[src/rtl/adder_share_arbiter_pkg.sv]
// ----------------------------------------------------------------------------
// adder_share_arbiter_pkg
// Shared constants and types for the adder-sharing arbiter:
//   - OPW            : operand / sum width of the shared adder
//   - ST_IDLE/ADD/RESP : FSM state encoding (2-bit)
//   - operand_t      : latched operand bundle handed to the adder
//   - wrap_inc       : modulo-n increment used for the round-robin pointer
// ----------------------------------------------------------------------------
package adder_share_arbiter_pkg;

    localparam int unsigned OPW = 16;

    localparam logic [1:0] ST_IDLE = 2'd0;
    localparam logic [1:0] ST_ADD  = 2'd1;
    localparam logic [1:0] ST_RESP = 2'd2;

    typedef struct packed {
        logic [OPW-1:0] a;
        logic [OPW-1:0] b;
        logic           cin;
    } operand_t;

    // (idx + 1) mod n, written without a divider.
    function automatic int unsigned wrap_inc(input int unsigned idx, input int unsigned n);
        return (idx + 1 >= n) ? 0 : idx + 1;
    endfunction

endpackage

[src/rtl/adder_share_arbiter_rr_pick.sv]
// ----------------------------------------------------------------------------
// rr_pick
// Combinational round-robin pick: the first set bit of `valid` found when
// searching ptr, ptr+1, ... wrapping at NREQ.
// Ports:
//   valid : request vector
//   ptr   : search start index (0..NREQ-1)
//   grant : one-hot winner (all zero when no request)
//   idx   : index of the winner (0 when no request)
//   any   : at least one request present
// ----------------------------------------------------------------------------
module rr_pick #(
    parameter int unsigned NREQ = 4,
    parameter int unsigned IDW  = 2
) (
    input  logic [NREQ-1:0] valid,
    input  logic [IDW-1:0]  ptr,
    output logic [NREQ-1:0] grant,
    output logic [IDW-1:0]  idx,
    output logic            any
);

    always_comb begin
        grant = '0;
        idx   = '0;
        any   = 1'b0;
        // Upper segment first: ptr .. NREQ-1.
        for (int i = 0; i < int'(NREQ); i++) begin
            if (!any && valid[i] && (i >= int'(ptr))) begin
                any      = 1'b1;
                grant[i] = 1'b1;
                idx      = IDW'(i);
            end
        end
        // Then the wrapped segment: 0 .. ptr-1.
        for (int i = 0; i < int'(NREQ); i++) begin
            if (!any && valid[i] && (i < int'(ptr))) begin
                any      = 1'b1;
                grant[i] = 1'b1;
                idx      = IDW'(i);
            end
        end
    end

endmodule

[src/rtl/cla16ripple.sv]
// ----------------------------------------------------------------------------
// cla16ripple
// 16-bit adder built from four 4-bit carry-lookahead groups with the group
// carries rippling from group to group.
// Ports:
//   a, b  : 16-bit operands
//   cin   : carry-in
//   sum   : 16-bit sum (mod 2^16)
//   cout  : carry-out of bit 15
// ----------------------------------------------------------------------------
module cla16ripple (
    input  logic [15:0] a,
    input  logic [15:0] b,
    input  logic        cin,
    output logic [15:0] sum,
    output logic        cout
);

    logic [3:0] p;
    logic [3:0] g;
    logic       c0;
    logic       c1;
    logic       c2;
    logic       c3;
    logic       c4;

    always_comb begin
        p   = '0;
        g   = '0;
        c1  = 1'b0;
        c2  = 1'b0;
        c3  = 1'b0;
        c4  = 1'b0;
        sum = '0;
        c0  = cin;
        for (int gi = 0; gi < 4; gi++) begin
            p  = a[gi*4 +: 4] ^ b[gi*4 +: 4];
            g  = a[gi*4 +: 4] & b[gi*4 +: 4];
            // Lookahead carries inside the group, all from the group carry-in.
            c1 = g[0] | (p[0] & c0);
            c2 = g[1] | (p[1] & g[0]) | (p[1] & p[0] & c0);
            c3 = g[2] | (p[2] & g[1]) | (p[2] & p[1] & g[0]) | (p[2] & p[1] & p[0] & c0);
            c4 = g[3] | (p[3] & g[2]) | (p[3] & p[2] & g[1]) | (p[3] & p[2] & p[1] & g[0])
               | (p[3] & p[2] & p[1] & p[0] & c0);
            sum[gi*4 +: 4] = p ^ {c3, c2, c1, c0};
            // Group carry ripples into the next group.
            c0 = c4;
        end
        cout = c0;
    end

endmodule

[src/rtl/adder_share_arbiter.sv]
// ----------------------------------------------------------------------------
// adder_share_arbiter
// Shares one cla16ripple adder among NREQ requesters. Each operation walks
// IDLE (grant + latch) -> ADD (adder sees latched operands, result
// registered) -> RESP (hold result until respReady) -> IDLE.
// Ports:
//   clk, rst_n  : clock, asynchronous active-low reset
//   reqValid    : per-requester valid
//   reqReady    : one-hot grant strobe, only in IDLE
//   reqA, reqB  : packed 16-bit operands, requester i at [16i+15:16i]
//   reqCin      : per-requester carry-in
//   respValid   : result valid (high in RESP)
//   respReady   : result consumer ready
//   respSum     : registered 16-bit sum
//   respCout    : registered carry-out
//   respId      : index of the served requester
//   busy        : high whenever not IDLE
// ----------------------------------------------------------------------------
module adder_share_arbiter
    import adder_share_arbiter_pkg::*;
#(
    parameter int unsigned NREQ = 4,
    parameter int unsigned IDW  = 2
) (
    input  logic                clk,
    input  logic                rst_n,
    input  logic [NREQ-1:0]     reqValid,
    output logic [NREQ-1:0]     reqReady,
    input  logic [OPW*NREQ-1:0] reqA,
    input  logic [OPW*NREQ-1:0] reqB,
    input  logic [NREQ-1:0]     reqCin,
    output logic                respValid,
    input  logic                respReady,
    output logic [OPW-1:0]      respSum,
    output logic                respCout,
    output logic [IDW-1:0]      respId,
    output logic                busy
);

    logic [1:0]      state_q;
    logic [1:0]      state_d;
    logic [IDW-1:0]  rr_ptr_q;
    logic [IDW-1:0]  rr_ptr_d;
    operand_t        op_q;
    operand_t        op_sel;
    logic [IDW-1:0]  op_id_q;
    logic [OPW-1:0]  resp_sum_q;
    logic            resp_cout_q;
    logic [IDW-1:0]  resp_id_q;

    logic [NREQ-1:0] pick_oh;
    logic [IDW-1:0]  pick_idx;
    logic            pick_any;
    logic            grant_fire;

    logic [OPW-1:0]  add_sum;
    logic            add_cout;

    rr_pick #(
        .NREQ (NREQ),
        .IDW  (IDW)
    ) u_rr_pick (
        .valid (reqValid),
        .ptr   (rr_ptr_q),
        .grant (pick_oh),
        .idx   (pick_idx),
        .any   (pick_any)
    );

    cla16ripple u_adder (
        .a    (op_q.a),
        .b    (op_q.b),
        .cin  (op_q.cin),
        .sum  (add_sum),
        .cout (add_cout)
    );

    assign grant_fire = (state_q == ST_IDLE) && pick_any;

    // Operand mux driven by the one-hot pick, so no variable part-select.
    always_comb begin
        op_sel = '0;
        for (int i = 0; i < int'(NREQ); i++) begin
            if (pick_oh[i]) begin
                op_sel.a   = reqA[i*OPW +: OPW];
                op_sel.b   = reqB[i*OPW +: OPW];
                op_sel.cin = reqCin[i];
            end
        end
    end

    always_comb begin
        state_d  = state_q;
        rr_ptr_d = rr_ptr_q;
        unique case (state_q)
            ST_IDLE: begin
                if (pick_any) begin
                    state_d  = ST_ADD;
                    rr_ptr_d = IDW'(wrap_inc(32'(pick_idx), NREQ));
                end
            end
            ST_ADD: begin
                state_d = ST_RESP;
            end
            ST_RESP: begin
                if (respReady) begin
                    state_d = ST_IDLE;
                end
            end
            default: begin
                state_d = ST_IDLE;
            end
        endcase
    end

    always_ff @(posedge clk or negedge rst_n) begin
        if (!rst_n) begin
            state_q  <= ST_IDLE;
            rr_ptr_q <= '0;
        end else begin
            state_q  <= state_d;
            rr_ptr_q <= rr_ptr_d;
        end
    end

    always_ff @(posedge clk or negedge rst_n) begin
        if (!rst_n) begin
            op_q    <= '0;
            op_id_q <= '0;
        end else if (grant_fire) begin
            op_q    <= op_sel;
            op_id_q <= pick_idx;
        end
    end

    // Result registers load only on the ADD edge, so they stay frozen in RESP.
    always_ff @(posedge clk or negedge rst_n) begin
        if (!rst_n) begin
            resp_sum_q  <= '0;
            resp_cout_q <= 1'b0;
            resp_id_q   <= '0;
        end else if (state_q == ST_ADD) begin
            resp_sum_q  <= add_sum;
            resp_cout_q <= add_cout;
            resp_id_q   <= op_id_q;
        end
    end

    // Gated by rst_n so the strobe is low while reset is held, even with
    // requests pending.
    assign reqReady  = (rst_n && (state_q == ST_IDLE)) ? pick_oh : '0;
    assign respValid = (state_q == ST_RESP);
    assign respSum   = resp_sum_q;
    assign respCout  = resp_cout_q;
    assign respId    = resp_id_q;
    assign busy      = (state_q != ST_IDLE);

endmodule

[config.mk]
export PLATFORM = sky130hd
export DESIGN_NAME = adder_share_arbiter
export DESIGN_NICKNAME = d
export VERILOG_FILES = /design/src/rtl/adder_share_arbiter_pkg.sv /design/src/rtl/adder_share_arbiter_rr_pick.sv /design/src/rtl/cla16ripple.sv /design/src/rtl/adder_share_arbiter.sv
export SDC_FILE = /design/constraint.sdc
export NUM_CORES = 1
export LEC_CHECK = 0
export BUFFER_PORTS_ARGS = -buffer_cell sky130_fd_sc_hd__buf_2
export CORE_UTILIZATION = 49
export CTS_CLUSTER_SIZE = 40
export DETAILED_ROUTE_END_ITERATION = 8
export PLACE_DENSITY = 0.91
export SYNTH_ARGS = -nofsm -noshare
export SYNTH_HDL_FRONTEND = slang
export SYNTH_SLANG_ARGS = --single-unit
[constraint.sdc]
create_clock -name clk -period 3.21 [get_ports clk]
set_input_delay 0.1605 -clock clk [delete_from_list [all_inputs] [get_ports clk]]
set_output_delay 0.1605 -clock clk [all_outputs]
set_load 0.05 [all_outputs]
# After elaboration in Yosys (flattened, before gate mapping)
# Cells that the tools add are included.
# word_totals
reg_bits	58
inputBits	139
out_inout_bits	25
elab_cells	189
# op_classes
n_addsub	1
magnitude_cmp	7
eq_ne	4
muxes	28
bitwise_logic	116
reduce_logical	24
# ops
cell	n
$mux W33	4
$and A1 B1 Y1	64
$or A1 B1 Y1	40
$xor A4 B4 Y4	8
$and A4 B4 Y4	4
$mux W2	8
$logic_and A1 B1 Y1	14
$mux W1	14
$logic_not A1 Y1	6
$pmux W2 S3	1
$ge A1 B2 Y1 const A	2
$lt A1 B2 Y1 const A	2
$mux W4	1
$reduce_and A2 Y1	2
$add A2 B1 Y3 const B	1
$ge A3 B3 Y1 const B	1
$eq A2 B1 Y1 const B	1
$eq A2 B2 Y1 const B	1
$ge A2 B2 Y1 const A	1
$logic_not A2 Y1	1
$lt A2 B2 Y1 const A	1
$ne A2 B1 Y1 const B	1
$ne A2 B2 Y1 const B	1
$reduce_bool A2 Y1	1

# Depth between registers and ports, before layout
# Gate-level depths: netlist (run 1).
# logic_depth
depth_word	29
ltp_mapped	9

# Cells and area by module
# From an unflattened synthesis (run 1), not the netlist that was laid out.
# unflattened
hier_cells	485
hier_area_um2	4282.9
# by_module_without_submodules
module	n_inst	cells_each	area_each_um2	seq_area_each_um2
adder_share_arbiter	1	367	3387.0	1451.4
cla16ripple	1	85	673.1	0.0
rr_pick	1	33	222.7	0.0

# Worst setup path after synthesis (run 1)
# OpenSTA, ideal clock, no wires.
# synth_timing
path_kind	register to register
from	register op_q[3] (netlist bit)
to	register resp_sum_q[13] (netlist: respSum[13])
setup_ns	0.136
arrival_ns	2.247
required_time_ns	3.074
slack_ns	0.827
stages_incl_launch_ff	10
n_path_buf	0
synth_period_minus_slack_ns	2.383
path_cell_list	dfrtp_1 > ha_1 > a21o_1 > a21o_1 > o211ai_1 > a31oi_1 > or2_2 > fa_1 > xnor2_1 > o21ai_0
# synth_between
elab_chain_cells	13
word_cells_on_any_way	20
# synth_rtl
element	line	source
start, declared	adder_share_arbiter.sv:44	operand_t op_q;
start signal, assigned	adder_share_arbiter.sv:131	op_q <= op_sel;
$and A4 B4 Y4 or $xor A4 B4 Y4 (tied branches)	cla16ripple.sv:38, cla16ripple.sv:37	
$and A1 B1 Y1 (on tied branches)	cla16ripple.sv:43, cla16ripple.sv:44	
$or A1 B1 Y1 (tied with other cells) (2 in a row)	cla16ripple.sv:43	c4 = g[3] | (p[3] & g[2]) | (p[3] & p[2] & g[1]) | (p[3] & p[2] & p[1] & g[0])
$or A1 B1 Y1 or $and A1 B1 Y1 (tied branches)	cla16ripple.sv:43, cla16ripple.sv:44	
$or A1 B1 Y1 *	cla16ripple.sv:44	| (p[3] & p[2] & p[1] & p[0] & c0);
$and A1 B1 Y1 *	cla16ripple.sv:44	
$or A1 B1 Y1 *	cla16ripple.sv:44	
$and A1 B1 Y1 *	cla16ripple.sv:44	
$or A1 B1 Y1 *	cla16ripple.sv:44	
$and A1 B1 Y1 *	cla16ripple.sv:40	c1 = g[0] | (p[0] & c0);
$or A1 B1 Y1 *	cla16ripple.sv:40	
$xor A4 B4 Y4 *	cla16ripple.sv:45	sum[gi*4 +: 4] = p ^ {c3, c2, c1, c0};
end signal, assigned	adder_share_arbiter.sv:143	resp_sum_q <= add_sum;
end, declared	adder_share_arbiter.sv:47	logic [OPW-1:0] resp_sum_q;
# Mark *: on every way between the ends. The rest lies on a longest branch, timed or not.
# A chain may end at the register's enable or synchronous reset.

# Worst setup path after layout (run 1)
# layout_timing
from	register rr_ptr_q[1]
to	output reqReady[2]
# layout_between
elab_chain_cells	27
word_cells_on_any_way	33
# layout_rtl
element	line	source
start, declared	adder_share_arbiter.sv:42	logic [IDW-1:0] rr_ptr_q;
start signal, assigned	adder_share_arbiter.sv:122	rr_ptr_q <= rr_ptr_d;
$ge A1 B2 Y1	adder_share_arbiter_rr_pick.sv:29	if (!any && valid[i] && (i >= int'(ptr))) begin
$logic_and A1 B1 Y1	adder_share_arbiter_rr_pick.sv:29	
$mux W1	adder_share_arbiter_rr_pick.sv:29	
$logic_not A1 Y1	adder_share_arbiter_rr_pick.sv:29	
$logic_and A1 B1 Y1 (2 in a row)	adder_share_arbiter_rr_pick.sv:29	
$mux W1	adder_share_arbiter_rr_pick.sv:29	
$logic_not A1 Y1	adder_share_arbiter_rr_pick.sv:29	
$logic_and A1 B1 Y1 (2 in a row)	adder_share_arbiter_rr_pick.sv:29	
[7 not listed]	--	
$mux W1	adder_share_arbiter_rr_pick.sv:37	if (!any && valid[i] && (i < int'(ptr))) begin
$logic_not A1 Y1	adder_share_arbiter_rr_pick.sv:37	
$logic_and A1 B1 Y1 (2 in a row)	adder_share_arbiter_rr_pick.sv:37	
$mux W1	adder_share_arbiter_rr_pick.sv:37	
$logic_not A1 Y1	adder_share_arbiter_rr_pick.sv:37	
$logic_and A1 B1 Y1 (2 in a row)	adder_share_arbiter_rr_pick.sv:37	
$mux W1 *	adder_share_arbiter_rr_pick.sv:37	
$mux W4 *	adder_share_arbiter.sv:151	assign reqReady = (rst_n && (state_q == ST_IDLE)) ? pick_oh : '0;
end, declared	adder_share_arbiter.sv:28	output logic [NREQ-1:0] reqReady,
# Marks and branches as above.

==> metrics, run 1 <==
status completed; port buffer count 163; Netlist Area Pre-Place 0.00405 mm2; root buf cell clkbuf_8; Die Ht 93.0 um; die area 0.00864 mm2; drt initial violations 334; vias in the first global route 4188; final WL 12400 um; sequential-to-total area share from yosys stat 35.8%; Pleak 2.38 nW; Worst EP arrival 2.61 ns; Buf+Inv Stages, Crit Path 1; Critical Path RT 3.05 ns; crit share post-route 86.5%; Hold Path Class input pin to asynchronous set/reset pin; DR vias/cell 5.98; max-cap viol count 0; Global Route Usage Sum 29.6%; min cycle time layout 2.78 ns; worst vdd ir 0.336 mV; register bit total from synthesis 58; Site Rows 32; Slew Limit Fails 0; CTS HTree Levels 3; placed inst area 0.00494 mm2; largest net degree at the start of global routing 59; PwrDens 1040 mW/mm2; chip width 93.0 um; kind of critical path register to output port; via count 4321; Starting Density 51.7%; global-route wire length before repair 20000 um; most used flip-flop cell after synthesis dfrtp_1; Crit. Startpoint rr_ptr_q[1]; clk sinks 58; Slowest-stage cell, CP o21a_1; Unique masters post-synth 54; CTS tree done; Post-CTS Setup Bufs 0; setup TNS 0 ns; final core utilization 66.0%; drt wl/cell 17.2 um; Worst Tran Pin Value 1.15 ns; Design Area, Final 0.00518 mm2; worst-path maximum fanout 36; Post-DRT Antenna Nets 0; setup violators final 0; Layout Nets 774; unrepaired setup endpoints after global routing no; WHS 0.0277 ns; Remaining Overflow, GRT 0; worst flop-to-flop path startpoint op_q[3]; top-area cell type share of the netlist area 35.8%; Most Used Layer, Global Route met2; GPL Wtd Cong 0.857; largest cells by area after synthesis dfrtp_1, nor3b_1, o21ai_0; initial antenna violation count 0; Clock Path Buffers 2; clk slew on worst S/H paths 0.07 ns; number of iterations in the first detailed-routing pass 6; total CTS buffers 9; layout cell share with drive strength beyond 1 31.9%; Fmax 360 MHz; final hold violation count 0; crit start category register; DR DRC count 0; nature of the critical path endpoint output port; post-CTS sizing 0; Max-Slew Margin vs Limit 23.4%; slowest cell delay on critical path 0.90 ns; M2 GR Usage 49.3%; Async S/R FF share, synth 100%; Top delay family on crit path compound AO/OA/AOI/OAI gates; GR Layer Usage met3 5.58%; worst skew pair latency 0.34 ns; hpwl dp 9510 um; syn_area_per_cell 8.72 um2; core area 0.00785 mm2; synthesized net count 624; Final Skew 0.0102 ns; CTS Hold Bufs 0; IO Count 164; EDFF count, synth 0; n_diodes 0; Mapped Cells 465; met1 usage 38.7%; Synth warnings 0; CP cell instances nand2b_1 -> a21oi_1 -> o21a_1 -> and3_1 -> buf_2; Syn-to-layout area delta 27.7%; cell type with the largest total area after synthesis dfrtp_1
## kinds of logic (layout without fill, tap and decap cells)
| logic type | count (synthesis) | count (layout) | synth area share (%) |
|---|---|---|---|
| DFF | 58 | 58 | 35.8 |
| adders and majority gates | 20 | 20 | 6.91 |
| AOI/OAI and AO/OA | 162 | 162 | 27.1 |
| muxes | 1 | 1 | 0.247 |
| buffers and inverters | 50 | 205 | 5.22 |
| xor gates and xnor gates | 7 | 7 | 1.51 |
| and+or+nand+nor | 167 | 167 | 23.2 |
## worst paths after layout
| path | endpoint | slack [ns] | depth (start not counted) |
|---|---|---|---|
| max | reqReady[2] | 0.43 | 5 |
| min | respSum[0] | 0.03 | 2 |
| max reg2reg | respSum[13] | 0.49 | 9 |
| min reg2reg | respSum[14] | 0.47 | 2 |
| max in group asynchronous | op_q[21] | 2.70 | 2 |
| min in group clk | state_q[1] | 0.03 | 2 |
## placed cells by master (no fill, tap or decap), types with 11 or more instances in the layout
cell       instances
a2111oi_0         28
buf_2            163
buf_4             11
clkbuf_8          12
dfrtp_1           58
ha_1              16
inv_1             14
nand2_1           63
nor3b_1           68
o21ai_0           52
o21ai_1           24
## registers in the layout, summed over array words and instances, names as in the netlist
name      count
respId        2
respCout      1
rr_ptr_q      2
op_q         33
respSum      16
op_id_q       2
state_q       2
## area by class of cell
class | instances | area, um2
fill | 691 | 2670
timing repair buffer | 174 | 898
tap | 102 | 128
clock inverter | 4 | 72.6
inverter | 15 | 56.3
sequential | 58 | 1450
clock buffer | 12 | 165
multi-input combinational | 357 | 2410
## report_power, final
group / internal, mW / switching [mW] / total [mW]
sequential: 1.09 / 0.244 / 1.34
combinational: 1.11 / 2.13 / 3.24
clock: 0.499 / 0.287 / 0.786
total: 2.70 / 2.66 / 5.36
## cells in the mapped netlist (2+ instances only)
| master | n |
|---|---|
| nor3b_1 | 68 |
| nand2_1 | 63 |
| dfrtp_1 | 58 |
| o21ai_0 | 52 |
| a2111oi_0 | 28 |
| o21ai_1 | 24 |
| clkbuf_1 | 20 |
| ha_1 | 16 |
| inv_1 | 14 |
| a21oi_1 | 10 |
| buf_2 | 10 |
| nor2_1 | 10 |
| a2111oi_1 | 5 |
| nand2b_1 | 5 |
| nor3_1 | 5 |
| o22ai_1 | 5 |
| fa_1 | 4 |
| nand3_1 | 4 |
| o21a_1 | 4 |
| xnor2_1 | 4 |
| a211o_1 | 3 |
| a21o_1 | 3 |
| a31oi_1 | 3 |
| buf_4 | 3 |
| o211ai_1 | 3 |
| o31ai_1 | 3 |
| or2_1 | 3 |
| xor2_1 | 3 |
| a211oi_1 | 2 |
| a21boi_0 | 2 |
| and3_1 | 2 |
| buf_1 | 2 |
| nor2b_1 | 2 |
| o2111ai_1 | 2 |
## per-stage QoR
step / setup WS (ns) / std cells / power, mW
2_1_floorplan: 0.827 / 465 / 3.68
3_3_place_gp: 0.706 / 706 / 4.41
3_5_place_dp: 0.594 / 706 / 4.52
4_1_cts: 0.452 / 722 / 5.34
5_1_grt: 0.315 / 722 / 5.78
6_report: 0.435 / 722 / 5.36
## routing by layer
layer / routed length, um / vias to the layer above
met3: 849 / 39
met1: 5370 / 2034
li1: - / 2043
met4: 314 / 0
met2: 5910 / 205
met5: 0 / -
Power figures use the tool's default switching activity.
==> inputs of run 2 (changes only) <==
REMOVE_ABC_BUFFERS = 1   (was default)
==> metrics, run 2 (synthesis results as in run 1) <==
GPL Wtd Cong 0.893 (+4.2%); max-cap viol count 0 (unchanged); IO Count 164 (unchanged); worst-path maximum fanout 25 (-31%); post-CTS sizing 0 (unchanged); CP cell instances nand2b_1 -> a21oi_1 -> o21a_1 -> buf_4 -> and3_1 -> buf_2; clk slew on worst S/H paths 0.06 ns (about the same); layout cell share with drive strength beyond 1 31.2% (-0.77 points); Remaining Overflow, GRT 0 (unchanged); footprint of the multi-input gates 0.00241 mm2 (unchanged); Worst path depth 6 (+1); Slew Limit Fails 0 (unchanged); Post-CTS Setup Bufs 0 (unchanged); Max-Slew Margin vs Limit 20.3% (-3.1 points); WHS -0.00891 ns (-0.0366 ns); worst vdd ir 0.426 mV (+27%); nature of the critical path endpoint output port; reg2reg end respSum[13]; drt wl/cell 16.7 um (-3.0%); global-route wire length before repair 19500 um (-2.3%); Site Rows 32 (unchanged); placed inst area 0.00491 mm2 (-0.61%); Syn-to-layout area delta 25.6%; crit path to reqReady[2]; Buf+Inv Stages, Crit Path 2 (+1); core area 0.00785 mm2 (unchanged); DR DRC count 0 (unchanged); n_diodes 0 (unchanged); Sequential Area 0.00145 mm2 (unchanged); Global Route Usage Sum 28.7% (-0.88 points); CTS HTree Levels 3 (unchanged); Worst EP arrival 2.64 ns (+0.03 ns); Starting Density 51.7% (unchanged); fillers 634 (-8.2%); die area 0.00864 mm2 (unchanged); largest register by flop count op_q; Overall Power 5.10 mW (-4.9%); Psw 2.60 mW (-2.6%); via count 4265 (-1.3%); most frequent cells in the layout buf_2, nor3b_1, nand2_1; crit start category register; Reg2Reg Depth 9 (unchanged); crit share post-route 87.2% (+0.78 points); Critical Path RT 3.05 ns (about the same); sequential fraction of design power 25.9% (+1.0 points); DR vias/cell 5.94 (-0.75%); switching part of the total 50.9% (+1.2 points); setup violators final 0 (unchanged); vias in the first global route 4220 (+0.76%); violated checks negative hold slack; Design Area, Final 0.00509 mm2 (-1.6%); worst setup slack after placement 0.276 ns (-0.318 ns); status finished, violations left; clk sinks 58 (unchanged); commonest non-fill, non-tap cell in the layout buf_2; combinational share of power 61.9% (+1.4 points); CTS tree done; Pleak 2.34 nW (-1.7%); Final Skew 0.00632 ns (-0.00388 ns); Layout Nets 770 (-0.52%); Crit. Startpoint rr_ptr_q[1]; worst skew pair latency 0.34 ns (about the same); hpwl dp 8710 um (-8.4%); drt initial violations 193 (-42%); Die Ht 93.0 um (unchanged); clock share of power 12.2% (-2.5 points); Hold Path Class input pin to asynchronous set/reset pin; setup TNS 0 ns (unchanged); final hold violation count 19 (+19); CTS Hold Bufs 0 (unchanged); total CTS buffers 9 (unchanged); Clock Path Buffers 2 (unchanged); largest net degree at the start of global routing 59 (unchanged); r2r setup slk 0.51 ns (+0.02 ns); port buffer count 163 (unchanged); unrepaired setup endpoints after global routing no; Pint 2.51 mW (-7.1%); Slowest-stage cell, CP o21a_1; setup ws final 0.410 ns (-0.0249 ns); number of iterations in the first detailed-routing pass 5 (-1); Fmax 357 MHz (-0.89%); Worst Tran Pin Value 1.20 ns (+0.0462 ns); PwrDens 1000 mW/mm2 (-3.3%); Post-DRT Antenna Nets 0 (unchanged); final WL 12000 um (-3.6%); slowest cell delay on critical path 0.71 ns (-0.19 ns); root buf cell clkbuf_8; chip width 93.0 um (unchanged); max reg flops 33 (unchanged); min cycle time layout 2.80 ns (+0.0249 ns); Top delay family on crit path compound AO/OA/AOI/OAI gates; worst flop-to-flop path startpoint op_q[3]; initial antenna violation count 0 (unchanged); kind of critical path register to output port
==> run 2: worst reg2reg max path: cells and delay by family (launching register included) <==
family / cells / cell delay [ns]
AND/OR/NAND/NOR: 1 / 0.30
adder cells (fa/ha/maj): 2 / 0.75
AO/OA/AOI/OAI: 5 / 0.90
flip-flops: 1 / 0.39
XOR/XNOR: 1 / 0.20
==> run 2: final cells by class <==
cell class / count / area share [%]
multi-input cells: 357 / 47.2
flip-flops and latches: 58 / 28.5
repair buffers: 170 / 17.1
clock buffers: 14 / 3.39
well taps: 102 / 2.51
inverters: 15 / 1.11
clock inverters: 2 / 0.197
==> run 2: power groups by stage <==
stage / sequential [mW] / combinational (mW) / clock (mW)
after global routing: 1.37 / 3.47 / 0.659
after CTS: 1.32 / 3.14 / 0.628
after global placement: 1.31 / 2.98 / 0
after floorplan: 1.67 / 1.89 / 0
after detailed placement: 1.33 / 3.12 / 0
final: 1.32 / 3.16 / 0.621
==> run 2: worst min-delay path by stage <==
stage	slack, ns	end
floorplan	-0.14	op_id_q[0]
global placement	0.36	state_q[0]
detailed placement	0.37	op_q[15]
CTS	0.01	op_q[15]
global route	0.03	state_q[1]
finish	-0.009	op_q[15]
==> run 2: metrics by stage <==
| step | hold slack, ns | cells | util [%] |
|---|---|---|---|
| 2_1_floorplan | -0.135 | 430 | - |
| 3_3_place_gp | 0.355 | 702 | 62.6 |
| 3_5_place_dp | 0.371 | 702 | 62.6 |
| 4_1_cts | 0.0116 | 718 | 64.9 |
| 5_1_grt | 0.0263 | 718 | 64.9 |
| 6_report | -0.00891 | 718 | 64.9 |
==> run 2: routing by layer <==
layer,wire [um],part of all wire [%],global-route usage (%)
met1,4970,41,36.6
met2,5730,48,46.9
met3,790,6.6,4.68
met4,508,4.2,14.7
met5,0,0,0
==> inputs of run 3 (changes only) <==
CORE_ASPECT_RATIO = 1.1   (was default)
==> metrics, run 3 (synthesis results as in run 1) <==
worst skew pair latency 0.34 ns (about the same); worst-path maximum fanout 25 (unchanged); Overall Power 5.10 mW (about the same); PwrDens 997 mW/mm2 (-0.55%); max reg flops 33 (unchanged); Fmax 352 MHz (-1.5%); unrepaired setup endpoints after global routing no; placed inst area 0.00492 mm2 (+0.15%); Critical Path RT 3.41 ns (+0.36 ns); Design Area, Final 0.00512 mm2 (+0.54%); layout cell share with drive strength beyond 1 31.1% (-0.10 points); commonest non-fill, non-tap cell in the layout buf_2; Worst EP arrival 3.04 ns (+0.40 ns); port buffer count 163 (unchanged); reg2reg end op_q[14]; max-cap viol count 0 (unchanged); root buf cell clkbuf_8; vias in the first global route 4236 (+0.38%); WHS 0.109 ns (+0.118 ns); via count 4315 (+1.2%); r2r setup slk 0.37 ns (-0.14 ns); n_diodes 0 (unchanged); DR DRC count 0 (unchanged); Pleak 2.35 nW (+0.38%); status completed; worst vdd ir 0.373 mV (-12%); most frequent cells in the layout buf_2, nor3b_1, nand2_1; min cycle time layout 2.84 ns (+0.0424 ns); Remaining Overflow, GRT 0 (unchanged); final hold violation count 0 (-19); fillers 655 (+3.3%); Max-Slew Margin vs Limit 15.8% (-4.5 points); CTS HTree Levels 3 (unchanged); crit share post-route 88.6% (+1.3 points); total CTS buffers 9 (unchanged); worst flop-to-flop path startpoint rr_ptr_q[0]; CP cell instances a2bb2oi_1 -> o22a_1 -> buf_4 -> nor3b_1 -> a2111oi_0 -> o21ai_1; Worst Tran Pin Value 1.26 ns (+0.0681 ns); global-route wire length before repair 19300 um (-1.1%); Layout Nets 772 (+0.26%); IO Count 164 (unchanged); largest register by flop count op_q; Pint 2.52 mW (+0.39%); Syn-to-layout area delta 26.3%; Site Rows 34 (+6.3%); final WL 11800 um (-1.8%); core area 0.00796 mm2 (+1.4%); setup violators final 0 (unchanged); clock share of power 12.2% (about the same); kind of critical path register to register; drt initial violations 313 (+62%); Clock Path Buffers 2 (unchanged); slowest cell delay on critical path 0.80 ns (+0.09 ns); crit path to op_q[14]; Psw 2.59 mW (-0.39%); nature of the critical path endpoint register; Global Route Usage Sum 28.5% (-0.22 points); Slew Limit Fails 0 (unchanged); largest net degree at the start of global routing 58 (-1.7%); setup TNS 0 ns (unchanged); initial antenna violation count 0 (unchanged); Post-DRT Antenna Nets 0 (unchanged); die area 0.00864 mm2 (about the same); Crit. Startpoint rr_ptr_q[0]; hpwl dp 8890 um (+2.0%); combinational share of power 61.8% (about the same); Starting Density 51.0% (-0.70 points); Die Ht 97.4 um (+4.8%); Hold Path Class input pin to register; drt wl/cell 16.2 um (-2.8%); clk slew on worst S/H paths 0.07 ns (about the same); clk sinks 58 (unchanged); crit start category register; Final Skew 0.00586 ns (-0.000461 ns); Placed Instances 708 (+0.85%); CTS tree done; sequential fraction of design power 26.0% (about the same); Reg2Reg Depth 6 (-3); number of iterations in the first detailed-routing pass 5 (unchanged); switching part of the total 50.7% (-0.19 points); GPL Wtd Cong 0.834 (-6.6%); DR vias/cell 5.94 (about the same); Slowest-stage cell, CP o22a_1; fin cells 726 (+1.1%); chip width 88.7 um (-4.6%)
## run 3: cell types whose count changed in the layout (fill, tap and decap cells not counted)
cell / previous run / this run
dlygate4sd3_1: 0 / 2
## run 3: per-layer routing
metal	share of wire [%]	global-route usage (%)	vias up
li1	-	-	2030
met1	42	37.8	2048
met2	48	44.2	189
met3	5.3	5.86	48
met4	3.9	13.2	0
met5	0	0	-
## run 3: what timing repair did
action                                  CTS  global route
hold buffers                              2             0
setup buffers                             0             0
endpoints found under the setup margin    0             0
gates resized for setup                   0             0
hold endpoints to repair                  2             0
## run 3: worst min-delay path by stage
stage | endpoint | start | depth (start not counted) | slack [ns]
after floorplan | op_id_q[0] | rst_n | 0 | -0.14
after global placement | rr_ptr_q[1] | rst_n | 1 | -0.02
after detailed placement | rr_ptr_q[1] | rst_n | 1 | -0.02
after CTS | op_q[18] | reqA[49] | 3 | 0.10
after global routing | op_q[4] | reqB[51] | 3 | 0.12
final | op_q[18] | reqA[49] | 3 | 0.11
## run 3: metrics by stage
| stage | worst slack, ns | utilization [%] |
|---|---|---|
| floorplan | 0.543 | - |
| global placement | 0.500 | 61.8 |
| detailed placement | 0.421 | 61.8 |
| CTS | 0.434 | 64.4 |
| global route | 0.188 | 64.4 |
| finish | 0.368 | 64.4 |
## run 3: critical path, delay by kind of cell, from the launching register on
family | cells | cell delay, ns
buf+inv | 1 | 0.32
simple gates | 1 | 0.08
compound gates | 4 | 1.82
flops | 1 | 0.47
## run 3: final cells by class
type,instances,area [um2],share of cell area [%]
inverters,15,56.3,1.10
multi-input cells,357,2410,47.0
repair buffers,172,888,17.4
well taps,108,135,2.64
clock inverters,2,10.0,0.196
flip-flops and latches,58,1450,28.3
clock buffers,14,173,3.37
## run 3: power by group through the flow
stage / clock (mW) / combinational [mW] / sequential [mW]
2_1_floorplan: 0 / 1.89 / 1.67
3_3_place_gp: 0 / 2.98 / 1.32
3_5_place_dp: 0 / 3.11 / 1.34
4_1_cts: 0.620 / 3.13 / 1.33
5_1_grt: 0.658 / 3.48 / 1.37
6_report: 0.620 / 3.15 / 1.33
